File: src/rtl/uart_tx_fifo_if.sv
// Byte push channel into the UART transmitter FIFO.
// Producer drives data/valid, transmitter answers with ready.
interface uart_tx_fifo_if;
    logic [7:0] i_tx_data;
    logic       i_tx_valid;
    logic       o_tx_ready;

    modport master (
        output i_tx_data,
        output i_tx_valid,
        input  o_tx_ready
    );

    modport slave (
        input  i_tx_data,
        input  i_tx_valid,
        output o_tx_ready
    );
endinterface

File: src/rtl/uart_tx_fifo.sv
// UART 8N1 transmitter with an integrated byte FIFO.
// Frames are sent back-to-back while the FIFO holds data.
module uart_tx_fifo #(
    parameter int CLK_RATE   = 100_000_000,
    parameter int BAUD_RATE  = 9600,
    parameter int FIFO_DEPTH = 16
) (
    input  logic                        clk,
    input  logic                        rst,
    uart_tx_fifo_if.slave               tx,
    output logic                        o_tx_serial,
    output logic                        o_tx_busy,
    output logic [$clog2(FIFO_DEPTH):0] o_fifo_count
);
    localparam int NCLKS = CLK_RATE / BAUD_RATE;
    localparam int AW    = $clog2(FIFO_DEPTH);
    localparam int CW    = AW + 1;
    localparam int CKW   = (NCLKS > 1) ? $clog2(NCLKS) : 1;

    localparam logic [CW-1:0]  FULL    = CW'(FIFO_DEPTH);
    localparam logic [CKW-1:0] CK_LAST = CKW'(NCLKS - 1);

    localparam logic [1:0] IDLE  = 2'd0;
    localparam logic [1:0] START = 2'd1;
    localparam logic [1:0] DATA  = 2'd2;
    localparam logic [1:0] STOP  = 2'd3;

    logic [7:0]     mem_q [FIFO_DEPTH];
    logic [AW-1:0]  wr_ptr_q, wr_ptr_d;
    logic [AW-1:0]  rd_ptr_q, rd_ptr_d;
    logic [CW-1:0]  count_q, count_d;
    logic [1:0]     state_q, state_d;
    logic [CKW-1:0] clk_cnt_q, clk_cnt_d;
    logic [2:0]     bit_q, bit_d;
    logic [7:0]     shift_q, shift_d;
    logic           serial_q, serial_d;
    logic           busy_q, busy_d;

    logic push;
    logic pop;
    logic ready;
    logic non_empty;
    logic last_clk;

    // Ready comes from the registered count, so a full FIFO never
    // accepts a byte even when the shifter pops in the same cycle.
    assign ready     = (count_q != FULL);
    assign push      = tx.i_tx_valid && ready;
    assign non_empty = (count_q != '0);
    assign last_clk  = (clk_cnt_q == CK_LAST);

    assign tx.o_tx_ready = ready;
    assign o_tx_serial   = serial_q;
    assign o_tx_busy     = busy_q;
    assign o_fifo_count  = count_q;

    // FIFO storage; contents need no reset, the pointers qualify them.
    always_ff @(posedge clk) begin
        if (push) begin
            mem_q[wr_ptr_q] <= tx.i_tx_data;
        end
    end

    // Frame sequencer: the line value is decided one cycle ahead so the
    // serial output can come straight from a flop.
    always_comb begin
        state_d   = state_q;
        clk_cnt_d = clk_cnt_q;
        bit_d     = bit_q;
        shift_d   = shift_q;
        serial_d  = serial_q;
        busy_d    = busy_q;
        pop       = 1'b0;
        unique case (state_q)
            IDLE: begin
                serial_d  = 1'b1;
                busy_d    = 1'b0;
                clk_cnt_d = '0;
                if (non_empty) begin
                    pop      = 1'b1;
                    shift_d  = mem_q[rd_ptr_q];
                    state_d  = START;
                    serial_d = 1'b0;
                    busy_d   = 1'b1;
                end
            end
            START: begin
                if (last_clk) begin
                    clk_cnt_d = '0;
                    bit_d     = 3'd0;
                    state_d   = DATA;
                    serial_d  = shift_q[0];
                end else begin
                    clk_cnt_d = clk_cnt_q + 1'b1;
                end
            end
            DATA: begin
                if (last_clk) begin
                    clk_cnt_d = '0;
                    if (bit_q == 3'd7) begin
                        state_d  = STOP;
                        serial_d = 1'b1;
                    end else begin
                        bit_d    = bit_q + 1'b1;
                        shift_d  = {1'b0, shift_q[7:1]};
                        serial_d = shift_q[1];
                    end
                end else begin
                    clk_cnt_d = clk_cnt_q + 1'b1;
                end
            end
            STOP: begin
                if (last_clk) begin
                    clk_cnt_d = '0;
                    if (non_empty) begin
                        pop      = 1'b1;
                        shift_d  = mem_q[rd_ptr_q];
                        state_d  = START;
                        serial_d = 1'b0;
                    end else begin
                        state_d  = IDLE;
                        serial_d = 1'b1;
                        busy_d   = 1'b0;
                    end
                end else begin
                    clk_cnt_d = clk_cnt_q + 1'b1;
                end
            end
            default: begin
                state_d  = IDLE;
                serial_d = 1'b1;
                busy_d   = 1'b0;
            end
        endcase
    end

    // FIFO bookkeeping; pointers wrap naturally at the power-of-two depth.
    always_comb begin
        wr_ptr_d = push ? wr_ptr_q + 1'b1 : wr_ptr_q;
        rd_ptr_d = pop  ? rd_ptr_q + 1'b1 : rd_ptr_q;
        count_d  = count_q;
        unique case ({push, pop})
            2'b10:   count_d = count_q + 1'b1;
            2'b01:   count_d = count_q - 1'b1;
            default: count_d = count_q;
        endcase
    end

    // State registers; reset drops the line high and discards the queue.
    always_ff @(posedge clk or posedge rst) begin
        if (rst) begin
            wr_ptr_q  <= '0;
            rd_ptr_q  <= '0;
            count_q   <= '0;
            state_q   <= IDLE;
            clk_cnt_q <= '0;
            bit_q     <= '0;
            shift_q   <= '0;
            serial_q  <= 1'b1;
            busy_q    <= 1'b0;
        end else begin
            wr_ptr_q  <= wr_ptr_d;
            rd_ptr_q  <= rd_ptr_d;
            count_q   <= count_d;
            state_q   <= state_d;
            clk_cnt_q <= clk_cnt_d;
            bit_q     <= bit_d;
            shift_q   <= shift_d;
            serial_q  <= serial_d;
            busy_q    <= busy_d;
        end
    end
endmodule

File: src/flat_wrapper.sv
// flat-port wrapper written by rule: the top's interface ports become plain ports
module uart_tx_fifo_flat 
#(
    parameter int CLK_RATE   = 100_000_000,
    parameter int BAUD_RATE  = 9600,
    parameter int FIFO_DEPTH = 16
)
  (clk, rst, o_tx_serial, o_tx_busy, o_fifo_count, tx_i_tx_data, tx_i_tx_valid, tx_o_tx_ready);
  uart_tx_fifo_if tx_i ();
  input  logic clk;
  input  logic rst;
  output logic o_tx_serial;
  output logic o_tx_busy;
  output logic [$clog2(FIFO_DEPTH):0] o_fifo_count;
  input wire logic [$bits(tx_i.i_tx_data)-1:0] tx_i_tx_data;
  input wire logic [$bits(tx_i.i_tx_valid)-1:0] tx_i_tx_valid;
  output wire logic [$bits(tx_i.o_tx_ready)-1:0] tx_o_tx_ready;
  assign tx_i.i_tx_data = tx_i_tx_data;
  assign tx_i.i_tx_valid = tx_i_tx_valid;
  assign tx_o_tx_ready = tx_i.o_tx_ready;
  uart_tx_fifo #(.CLK_RATE(CLK_RATE), .BAUD_RATE(BAUD_RATE), .FIFO_DEPTH(FIFO_DEPTH)) u_core (.clk(clk), .rst(rst), .tx(tx_i), .o_tx_serial(o_tx_serial), .o_tx_busy(o_tx_busy), .o_fifo_count(o_fifo_count));
endmodule
File: config.mk
export PLATFORM = sky130hd
export DESIGN_NAME = uart_tx_fifo_flat
export DESIGN_NICKNAME = d
export VERILOG_FILES = /design/src/rtl/uart_tx_fifo_if.sv /design/src/rtl/uart_tx_fifo.sv /design/src/flat_wrapper.sv
export SDC_FILE = /design/constraint.sdc
export NUM_CORES = 1
export LEC_CHECK = 0
export ABC_CLOCK_PERIOD_IN_PS = 6820
export CORE_ASPECT_RATIO = 0.7
export CORE_MARGIN = 4
export CORE_UTILIZATION = 49
export CTS_CLUSTER_DIAMETER = 150
export CTS_CLUSTER_SIZE = 20
export DETAILED_ROUTE_END_ITERATION = 16
export PLACE_DENSITY = 0.72
export SLEW_MARGIN = 20
export SYNTH_ARGS = -nofsm -noshare
export SYNTH_HDL_FRONTEND = slang
export SYNTH_SLANG_ARGS = --single-unit
File: constraint.sdc
create_clock -name clk -period 6.82 [get_ports clk]
set_clock_uncertainty 0.1 [all_clocks]
set_input_delay 1.023 -clock clk [delete_from_list [all_inputs] [get_ports clk]]
set_output_delay 1.023 -clock clk [all_outputs]
set_load 0.1 [all_outputs]
Yosys cells after proc, flatten, opt, wreduce, memory -nomap -nowiden

Memory sizes are Yosys's and may differ from the RTL's.
Cells that the tools add are included.

Register bits after elaboration: 42
Latch bits: 0
Memory bits (writable): 128
Bits in read-only memories: 0
Input port bits: 11
Output and inout port bits: 8
Logic and storage cells: 77
Memories kept: 1

Memories:

| memory       | depth | bits a word | rd ports | clocked after memory_dff | wr ports | line               | text |
|---|---|---|---|---|---|---|---|
| u_core.mem_q | 16    | 8           | 1        | 0                        | 1        | uart_tx_fifo.sv:28 | `logic [7:0] mem_q [FIFO_DEPTH];` |

Add/sub/neg operators: 6
Multiply operators: 0
Div/mod/pow operators: 0
Magnitude comparators: 0
Eq/ne operators: 15
Shift operators: 0
Mux-type cells: 33
Bitwise gates (word level): 0
Reduce and logical (&&, ||, !) cells: 13

Operators with widths:

| cell                    | number |
|---|---|
| $mux W8                 | 4 |
| $pmux W14 S2            | 1 |
| $pmux W8 S3             | 1 |
| $add A14 B1 Y14 const B | 1 |
| $eq A14 B14 Y1 const B  | 1 |
| $mux W14                | 1 |
| $mux W1                 | 12 |
| $mux W2                 | 5 |
| $ne A2 B1 Y1 const B    | 5 |
| $pmux W5 S2             | 1 |
| $mux W3                 | 3 |
| $add A4 B1 Y4 const B   | 2 |
| $pmux W2 S4             | 1 |
| $reduce_and A4 Y1       | 2 |
| $eq A2 B2 Y1 const B    | 3 |
| $pmux W3 S2             | 1 |
| $reduce_and A3 Y1       | 2 |
| $reduce_bool A2 Y1      | 3 |
| $add A5 B1 Y5 const B   | 1 |
| $ne A5 B5 Y1 const B    | 1 |
| $reduce_and A5 Y1       | 1 |
| $reduce_bool A5 Y1      | 1 |
| $sub A5 B1 Y5 const B   | 1 |
| $eq A2 B1 Y1 const B    | 2 |
| 9 further kinds         | 11 |

Longest topological paths before layout

Word-level depth: 6
Mapped depth: 15
Mapped depth without buffers: 13

Worst setup path after synthesis

OpenSTA, ideal clock, no wires.

Path kind: register to register
From: reg u_core.count_q[1], in the netlist u_core.o_fifo_count[1]
To: reg u_core.count_q[4], in the netlist u_core.o_fifo_count[4]
Library setup time: 0.159 ns
Arrival: 4.181 ns
Data required time: 6.561 ns
Setup slack: 2.380 ns
Stages on the path, launching flop included: 13
Path buffers: 3
Clock period less this slack: 4.440 ns
Cells stage by stage: dfrtp_1 > clkbuf_1 > nor4_1 > nand2_1 > and2_1 > clkbuf_1 > inv_1 > ha_1 > clkbuf_1 > or4b_2 > o22ai_1 > o21bai_1 > xnor2_1

Elaborated cells on any way between the ends: 12
Classes of those cells: add/sub (2); eq/ne (3); mux (4); reduce/logical (3)

RTL lines:

| what                                                     | line                | text |
|---|---|---|
| start, declared                                          | uart_tx_fifo.sv:31  | `logic [CW-1:0] count_q, count_d;` |
| start signal, assigned                                   | uart_tx_fifo.sv:164 | `count_q <= count_d;` |
| $ne A5 B5 Y1 *                                           | uart_tx_fifo.sv:47  | `assign ready = (count_q != FULL);` |
| named net tx_o_tx_ready                                  | flat_wrapper.sv:17  | `output wire logic [$bits(tx_i.o_tx_ready)-1:0] tx_o_tx_ready;` |
| $logic_and A1 B1 Y1 *                                    | uart_tx_fifo.sv:48  | `assign push = tx.i_tx_valid && ready;` |
| $eq A2 B1 Y1 / $eq A2 B2 Y1 (equally long branches)      | uart_tx_fifo.sv:142 | `unique case ({push, pop})` |
| $pmux W5 S2 / $reduce_bool A2 Y1 (equally long branches) | -                   |  |

The timed path passes the listed nets; every way through them passes the cells marked *.
A chain may end at the register's enable or synchronous reset.

Worst setup path in the final report

From: reg u_core.count_q[1], in the netlist u_core.o_fifo_count[1]
To: out tx_o_tx_ready

Longest elaborated chain between the ends: 1

RTL lines:

| what          | line |
|---|---|
| $ne A5 B5 Y1  | uart_tx_fifo.sv:47 |
| end, declared | flat_wrapper.sv:17 |

Every way passes these cells.

==> impl_metrics.tcl <==
set metrics [dict create \
    outcome "finished clean" \
    antenna_found_initial 0 \
    placed_area_sq_mm 0.00752 \
    fin_crit_ns 3.81 \
    fill_cells 1051 \
    dieArea_sq_mm 0.0166 \
    cts_root_buf "clkbuf_16" \
    worst-slew-pin-transition_ns 0.996 \
    met3_usage_pct 3.69 \
    ys_warn_count 0 \
    finalHoldViolCount 0 \
    num_vias 3843 \
    layout_commonest_cell "edfxtp_1" \
    area_delta_synth_final_pct 13.3 \
    cts_hold_repair.buffers 0 \
    worstSetupStartpointType "flop" \
    cellPowerDensity_mw_per_mm2 445 \
    clk_path_buf_depth 2 \
    ant_nets 0 \
    port_buffers 18 \
    grt_use_met2_pct 25.7 \
    final_cell_mix "128 x edfxtp_1, 40 x nor2_1, 39 x dfrtp_1" \
    totalWireLength_microns 14000 \
    finalSetupViolations 0 \
    cp.required_ns 5.70 \
    first_pass_iters 5 \
    grt_use_met1_pct 26.9 \
    vias_per_cell 5.71 \
    end_kind "output pin" \
    nets 498 \
    antenna_cells 0 \
    syn_area_per_cell_sq_um 15.9 \
    gp_congestion 0.863 \
    rows 36 \
    min_path_type "reg2reg" \
    setup_slack_ns 3.01 \
    clock_latency_ns 0.42 \
    ys_async_sr_fraction_pct 24.7 \
    htree_num_levels 4 \
    rsz0062_at_grt "no" \
    synthCells 451 \
    slew_headroom_pct 33.4 \
    fmax_ghz 0.262 \
    busiest_layer "met1" \
    synth_edf_count 128 \
    grt_pass1_wl_microns 22000 \
    io_pins 19 \
    overflow 0 \
    leakage_uw 0.00283 \
    crit_fanout 9 \
    drc 0 \
    period_share_pct 55.9 \
    synthesis.area_sq_mm 0.00716 \
    die_y_microns 109 \
    synth_top_flop_cell "edfxtp_1" \
    fp.dieW_microns 153 \
    cts-resized-gates 0 \
    synthesis.nets 479 \
    drive_gt1_share_pct 17.4 \
    crit_type "reg2out" \
    initial_utilization_pct 50.8 \
    cts_setup_buffers 0 \
    design_area_sq_mm 0.00811 \
    cts_buffers 17 \
    slew_viol_final 0 \
    synth.distinct_cells 44 \
    grt_max_degree 43 \
    peakVddDrop_mv 0.216 \
    pre_cts_slack_ns 3.31 \
    ys_ff_latch 170 \
    cts.sinks 170 \
    grt_pass1_vias 3902 \
    wire_per_inst_microns 20.7 \
    core_sq_mm 0.0141 \
    grt.total_usage_pct 17.6 \
    drt_iter0_drc 314 \
    dpl.hpwl_microns 8810 \
    cp.arrival_ns 2.69 \
    synth_seq_area_share_pct 68.4 \
    cts_tree "done" \
    setup-tns-final_ns 0 \
    drv_cap 0 \
    cts.clk_slew.worst_paths_ns 0.07 \
]
-- area by class of cell --
type / instances / area [sq um] / area share [%]
Tap cell: 190 / 238 / 2.93
Clock inverter: 13 / 144 / 1.77
Timing Repair Buffer: 20 / 195 / 2.41
Clock buffer: 19 / 443 / 5.46
Multi-Input combinational cell: 249 / 2150 / 26.5
Sequential cell: 170 / 4900 / 60.4
Inverter: 12 / 45.0 / 0.555
-- routing by layer --
layer,routed length (microns),up-vias
li1,-,1765
met1,6670,1962
met2,6300,104
met3,834,12
met4,145,0
met5,0,-
-- final timing paths --
path	startpoint	to	slack (ns)	cells after the start
setup / recovery	u_core.o_fifo_count[1]	tx_o_tx_ready	3.01	3
hold / removal	u_core.clk_cnt_q[0]	u_core.clk_cnt_q[0]	0.39	1
setup reg to reg	u_core.clk_cnt_q[9]	u_core.o_fifo_count[4]	3.30	9
hold reg to reg	u_core.clk_cnt_q[0]	u_core.clk_cnt_q[0]	0.39	1
max in group asynchronous	rst	u_core.rd_ptr_q[2]	5.29	3
min in group asynchronous	rst	u_core.o_fifo_count[2]	0.94	3
-- kinds of logic (layout without fill, tap and decap cells) --
logic type                 count (synthesis)  after routing  share of synthesized area, %
AOI/OAI and AO/OA                         74             74                          6.50
xor gates and xnor gates                  22             22                          2.69
adders and majority gates                 17             17                          2.97
buffers and inverters                     32             64                          1.89
DFF                                      170            170                          68.4
muxes                                     35             35                          10.6
and+or+nand+nor                          101            101                          7.01
-- cell usage after synthesis, types with 2 or more instances --
master	number	share of area, %
or3_1	2	0.17
dfrtp_1	41	14
mux4_2	32	10
buf_1	2	0.10
xnor2_1	8	0.98
nor3_1	7	0.49
inv_1	12	0.63
nand4_1	5	0.44
nor2_1	40	2.1
xor2_1	14	1.7
nand3_1	7	0.49
ha_1	17	3.0
nand2b_1	4	0.35
a22oi_1	16	1.7
a22o_1	3	0.37
mux2_2	2	0.31
nand2_1	22	1.2
nor2b_1	3	0.26
a21o_1	3	0.31
a21oi_1	32	2.2
buf_2	6	0.42
o21ai_0	13	0.91
clkbuf_1	11	0.58
and2_1	2	0.17
edfxtp_1	128	54
-- worst max-delay path, stage by stage, from the launching register on --
cell and delay, ns:
dfrtp_1 0.47, nor4_1 0.62, nand2_1 0.15, clkdlybuf4s50_1 1.01
-- flip-flops by register name (all words and copies together) (netlist names) --
name and count:
u_core.rd_ptr_q 4, u_core.state_q 2, u_core.mem_q 128, u_core.o_fifo_count 5, u_core.o_tx_serial 1, u_core.bit_q 3
u_core.shift_q 8, u_core.o_tx_busy 1, u_core.wr_ptr_q 4, u_core.clk_cnt_q 14
-- where the power goes --
group	internal (uW)	switching, uW	total [uW]
clock	552	402	955
combinational	490	698	1190
sequential	1290	182	1470
total	2330	1280	3610
-- per-stage QoR --
stage	utilization, %	hold WS (ns)	instances	total power (uW)
after global routing	57.6	0.411	673	3800
final	57.6	0.391	673	3610
after floorplan	-	0.355	451	2380
after global placement	53.2	0.376	641	2630
after CTS	57.5	0.396	673	3620
after detailed placement	53.3	0.379	641	2660
No activity file was read; power rests on OpenSTA's default activity.
==> RTL edit 1, RTL diff (same settings) <==
`shift_q` no longer has a reset.
--- a/src/rtl/uart_tx_fifo.sv
+++ b/src/rtl/uart_tx_fifo.sv
@@ -157,3 +157,2 @@
             bit_q     <= '0;
-            shift_q   <= '0;
             serial_q  <= 1'b1;
@@ -167,3 +166,2 @@
             bit_q     <= bit_d;
-            shift_q   <= shift_d;
             serial_q  <= serial_d;
@@ -172,2 +170,6 @@
     end
+
+    always_ff @(posedge clk) begin
+        shift_q <= shift_d;
+    end
 endmodule
Behaviour: same outputs for any inputs over 10 cycles, from zero or initial values and one cycle with rst high; that may be too few to reach the edited logic, so the function may still have changed.
==> RTL edit 1 against the original RTL <==
Count of clock-buffer cells in the layout down 1; sequential cell count unchanged; wire length decreased by 3.1%; power fell by 1.3%; global-route usage shrank 0.95 points; synthesized area is 2.4% higher; setup slack better by 180 ps; final area is 1.5% higher; sequential share of layout area down 0.45 points.
==> RTL edit 1: results <==
metrics = {
    "global_route": {
        "grt_pass1_vias": 3792,
        "track_usage_pct": 16.7,
        "antenna_found_initial": 0,
        "grt_max_degree": 37,
        "grt_pass1_wl_um": 21200,
    },
    "synth": {
        "async_flop_share_pct": 20.0,
        "synth-edff-count": 136,
        "synth_common_cells": "edfxtp_1 (136), nor2_1 (38), nand2_1 (37)",
        "synth_cells": 455,
        "yosys-top-cells-area": "edfxtp_1 (56%), dfrtp_1 (11%), mux4_1 (5.7%)",
        "ys_types": 52,
        "syn_nets": 483,
        "ys_seq_area_share_pct": 67.3,
        "ys_dominant_reg_cell": "edfxtp_1",
        "yosys_warnings": 0,
    },
    "timing": {
        "fin_hold_ws_ps": 386,
        "tightestPinTransition_ps": 999,
    },
    "final_layout": {
        "num-fill-cells": 1113,
        "drive_gt1_share_pct": 12.9,
        "num_antenna_cells": 0,
        "fin_nets": 502,
        "top_regs": "u_core.mem_q x128, u_core.clk_cnt_q x14, u_core.shift_q x8",
    },
    "power_and_ir_drop": {
        "p_leak_uw": 0.00295,
        "ir_worst_vdd_uv": 182,
    },
    "place": {
        "io_buffers": 18,
        "dp_hpwl_um": 8620,
        "gp_congestion": 0.818,
        "dp_cells": 650,
    },
    "worst_setup_path": {
        "r2r_slack_ps": 3510,
        "crit_family": "buffers and inverters",
        "critPathMaxStageDelay_ps": 990,
        "cp_max_fo": 9,
        "crit-reg2reg-launch": "u_core.clk_cnt_q[0]",
        "cpMaxStageDelayCell": "clkdlybuf4s50_1",
        "arrival_ps": 2510,
        "regToRegEndpoint": "u_core.o_fifo_count[4]",
        "worstRegToRegCells": 10,
    },
    "cts": {
        "clk_path_buf_depth": 2,
        "numCtsBuffers": 17,
        "clk_latency_ps": 430,
        "path_clk_slew_ps": 70,
        "cts_resized": 0,
        "htree_num_levels": 4,
        "post_cts_buffers": 0,
        "cts-root-buf": "clkbuf_16",
    },
    "route": {
        "avgRoutedWirePerCell_um": 19.8,
        "first_iter_violations": 248,
        "drtPass1Iterations": 5,
        "routed_wl_um": 13500,
        "vias": 3885,
    },
    "worst_hold_path": {
        "hp-start": "u_core.clk_cnt_q[0]",
        "hold_end": "u_core.clk_cnt_q[0]",
        "hold_path.class": "flop to flop",
        "min_path_cells": 1,
    },
    "status": {
        "status": "finished, final reports clean",
    },
}
[RTL edit 1: final cells by class]
| cell class | count | share of cell area [%] |
|---|---|---|
| sequential | 170 | 59.9 |
| timing repair buffer | 21 | 2.46 |
| inverter | 10 | 0.456 |
| multi-input combinational | 254 | 27.1 |
| clock buffer | 18 | 5.21 |
| clock inverter | 14 | 1.93 |
| tap | 195 | 2.96 |
[RTL edit 1: stage by stage]
stage | area [um2] | power (uW) | setup WS, ps
after CTS | 8220 | 3590 | 3180
final | 8240 | 3570 | 3190
after global routing | 8240 | 3740 | 3110
after floorplan | 7330 | 2380 | 2680
after detailed placement | 7640 | 2640 | 3310
after global placement | 7630 | 2610 | 3360
[RTL edit 1: metal layers]
metal,share of wire (%),global-route usage (%)
met5,0,0
met4,0.70,5.29
met3,5.3,3.63
met2,48,27.1
met1,46,22.9
[RTL edit 1: kinds of logic after synthesis]
kind of cell	after synthesis	synth area share, %
fa+ha+maj	17	2.90
compound gates	54	5.12
mux	36	11.1
flops	170	67.3
xor+xnor	24	2.87
buf+inv	31	2.54
simple gates	123	8.16
[RTL edit 1: worst max-delay path by stage]
stage                             end  depth (start not counted)                   start
3_3_place_gp       u_core.mem_q[0][0]                          4           tx_i_tx_valid
5_1_grt                 tx_o_tx_ready                          3  u_core.o_fifo_count[1]
2_1_floorplan  u_core.o_fifo_count[4]                         12  u_core.o_fifo_count[1]
3_5_place_dp   u_core.o_fifo_count[4]                         11           tx_i_tx_valid
4_1_cts                 tx_o_tx_ready                          3  u_core.o_fifo_count[1]
6_report                tx_o_tx_ready                          3  u_core.o_fifo_count[1]
[RTL edit 1: report_power, final]
| part | internal, uW | switching (uW) | total (uW) | leakage, uW |
|---|---|---|---|---|
| clock network | 520 | 430 | 951 | 0.000276 |
| logic | 457 | 696 | 1150 | 0.00102 |
| registers | 1320 | 141 | 1460 | 0.00166 |
| total | 2300 | 1270 | 3570 | 0.00295 |
==> RTL edit 2, RTL diff (same flow settings) <==
Without the edit above. `FIFO_DEPTH` is set to 16 in 2 places; all go to 8.
--- a/src/rtl/uart_tx_fifo.sv
+++ b/src/rtl/uart_tx_fifo.sv
@@ -5,3 +5,3 @@
     parameter int BAUD_RATE  = 9600,
-    parameter int FIFO_DEPTH = 16
+    parameter int FIFO_DEPTH = 8
 ) (
--- a/src/flat_wrapper.sv
+++ b/src/flat_wrapper.sv
@@ -5,3 +5,3 @@
     parameter int BAUD_RATE  = 9600,
-    parameter int FIFO_DEPTH = 16
+    parameter int FIFO_DEPTH = 8
 )
Ports: changed (resized o_fifo_count); port bits go from 19 to 18. The function was not compared with the original's and may differ.
==> RTL edit 2 against the original RTL <==
First-iteration DRC count fell by 23%; setup slack improved by 130 ps; power fell by 37%; sequential cell count down 67; final area decreased by 36%; critical path type unchanged; synthesized area shrank 36%; wire length shrank 42%.
==> RTL edit 2: results <==
metrics = {
    "route": {
        "first_iter_violations": 243,
        "avgRoutedWirePerCell_um": 17.7,
        "wl_met1_um": 4130,
        "met2_length_um": 3580,
        "viasPerCell": 5.68,
        "top_layer": "met4",
        "wl_met3_um": 355,
        "drtPass1Iterations": 4,
    },
    "synth": {
        "synth_compound_area_share_pct": 6.59,
        "async_flop_share_pct": 37.9,
        "synthAdderAreaFrac_pct": 3.80,
        "ys_types": 53,
        "synth_mux_area_share_pct": 11.0,
        "ys_seq_area_share_pct": 62.8,
        "synth_xor_area_share_pct": 3.23,
        "syn_nets": 338,
        "yosys-top-cells-area": "edfxtp_1 (42%), dfrtp_1 (21%), mux4_2 (7.8%)",
        "synth_common_cells": "edfxtp_1 (64), dfrtp_1 (38), nor2_1 (27)",
    },
    "power_and_ir_drop": {
        "ir_worst_vdd_uv": 208,
        "power_switching_uw": 833,
        "seq-power_uw": 960,
        "power_frac_comb_pct": 36.3,
        "p_leak_uw": 0.00193,
    },
    "final_layout": {
        "regArea_um2": 2900,
        "final-clk-cell-share_pct": 5.56,
        "fin_nets": 357,
        "buffer_area_share_pct": 3.56,
        "largest_register_ffs": 64,
        "clkbuf_count": 10,
        "num-multi-input-gates": 187,
        "num-fill-cells": 730,
        "drive_gt1_share_pct": 15.8,
    },
    "cts": {
        "cts_num_sinks": 103,
        "htree_num_levels": 3,
        "numCtsBuffers": 9,
        "post_cts_buffers": 0,
    },
    "place": {
        "io_buffers": 17,
        "dp_hpwl_um": 5470,
        "gp_congestion": 0.779,
    },
    "worst_setup_path": {
        "crit_path_start": "u_core.o_fifo_count[0]",
        "regToRegEndpoint": "u_core.o_fifo_count[2]",
        "arrival_ps": 2560,
        "crit-reg2reg-launch": "u_core.state_q[1]",
        "cp_max_fo": 8,
    },
    "global_route": {
        "grt_pass1_vias": 2516,
        "use_met1_pct": 25.0,
        "use_met3_pct": 4.74,
        "grt_use_met2_pct": 23.5,
        "track_usage_pct": 16.8,
        "grt_pass1_wl_um": 13600,
    },
    "timing": {
        "tightestPinTransition_ps": 970,
    },
    "status": {
        "status": "finished, final reports clean",
    },
}
==> RTL edit 2: cell count changes after synthesis, sizes merged, moves of 7 or more <==
cell / before / now
mux4: 32 / 16
nor2: 40 / 27
a21oi: 32 / 7
mux2i: 0 / 7
nand2: 22 / 13
a22oi: 16 / 0
edfxtp: 128 / 64
==> RTL edit 2: worst max-delay path, stage by stage (launching register included) <==
cell	delay, ps
dfrtp_1	460
or4b_2	750
clkdlybuf4s50_1	1000
==> RTL edit 2: metrics by stage <==
stage	instances	power, uW	setup WS [ps]	hold slack [ps]	cell area (um2)
3_3_place_gp	445	1780	3450	375	4900
6_report	460	2290	3140	387	5200
4_1_cts	460	2310	3120	386	5190
5_1_grt	460	2430	3070	407	5200
3_5_place_dp	445	1810	3440	378	4900
2_1_floorplan	313	1600	3310	348	4620
==> RTL edit 2: cells by family after synthesis <==
family          Yosys count
simple gates             86
buf+inv                  23
flops                   103
compound gates           40
mux                      30
fa+ha+maj                14
xor+xnor                 17
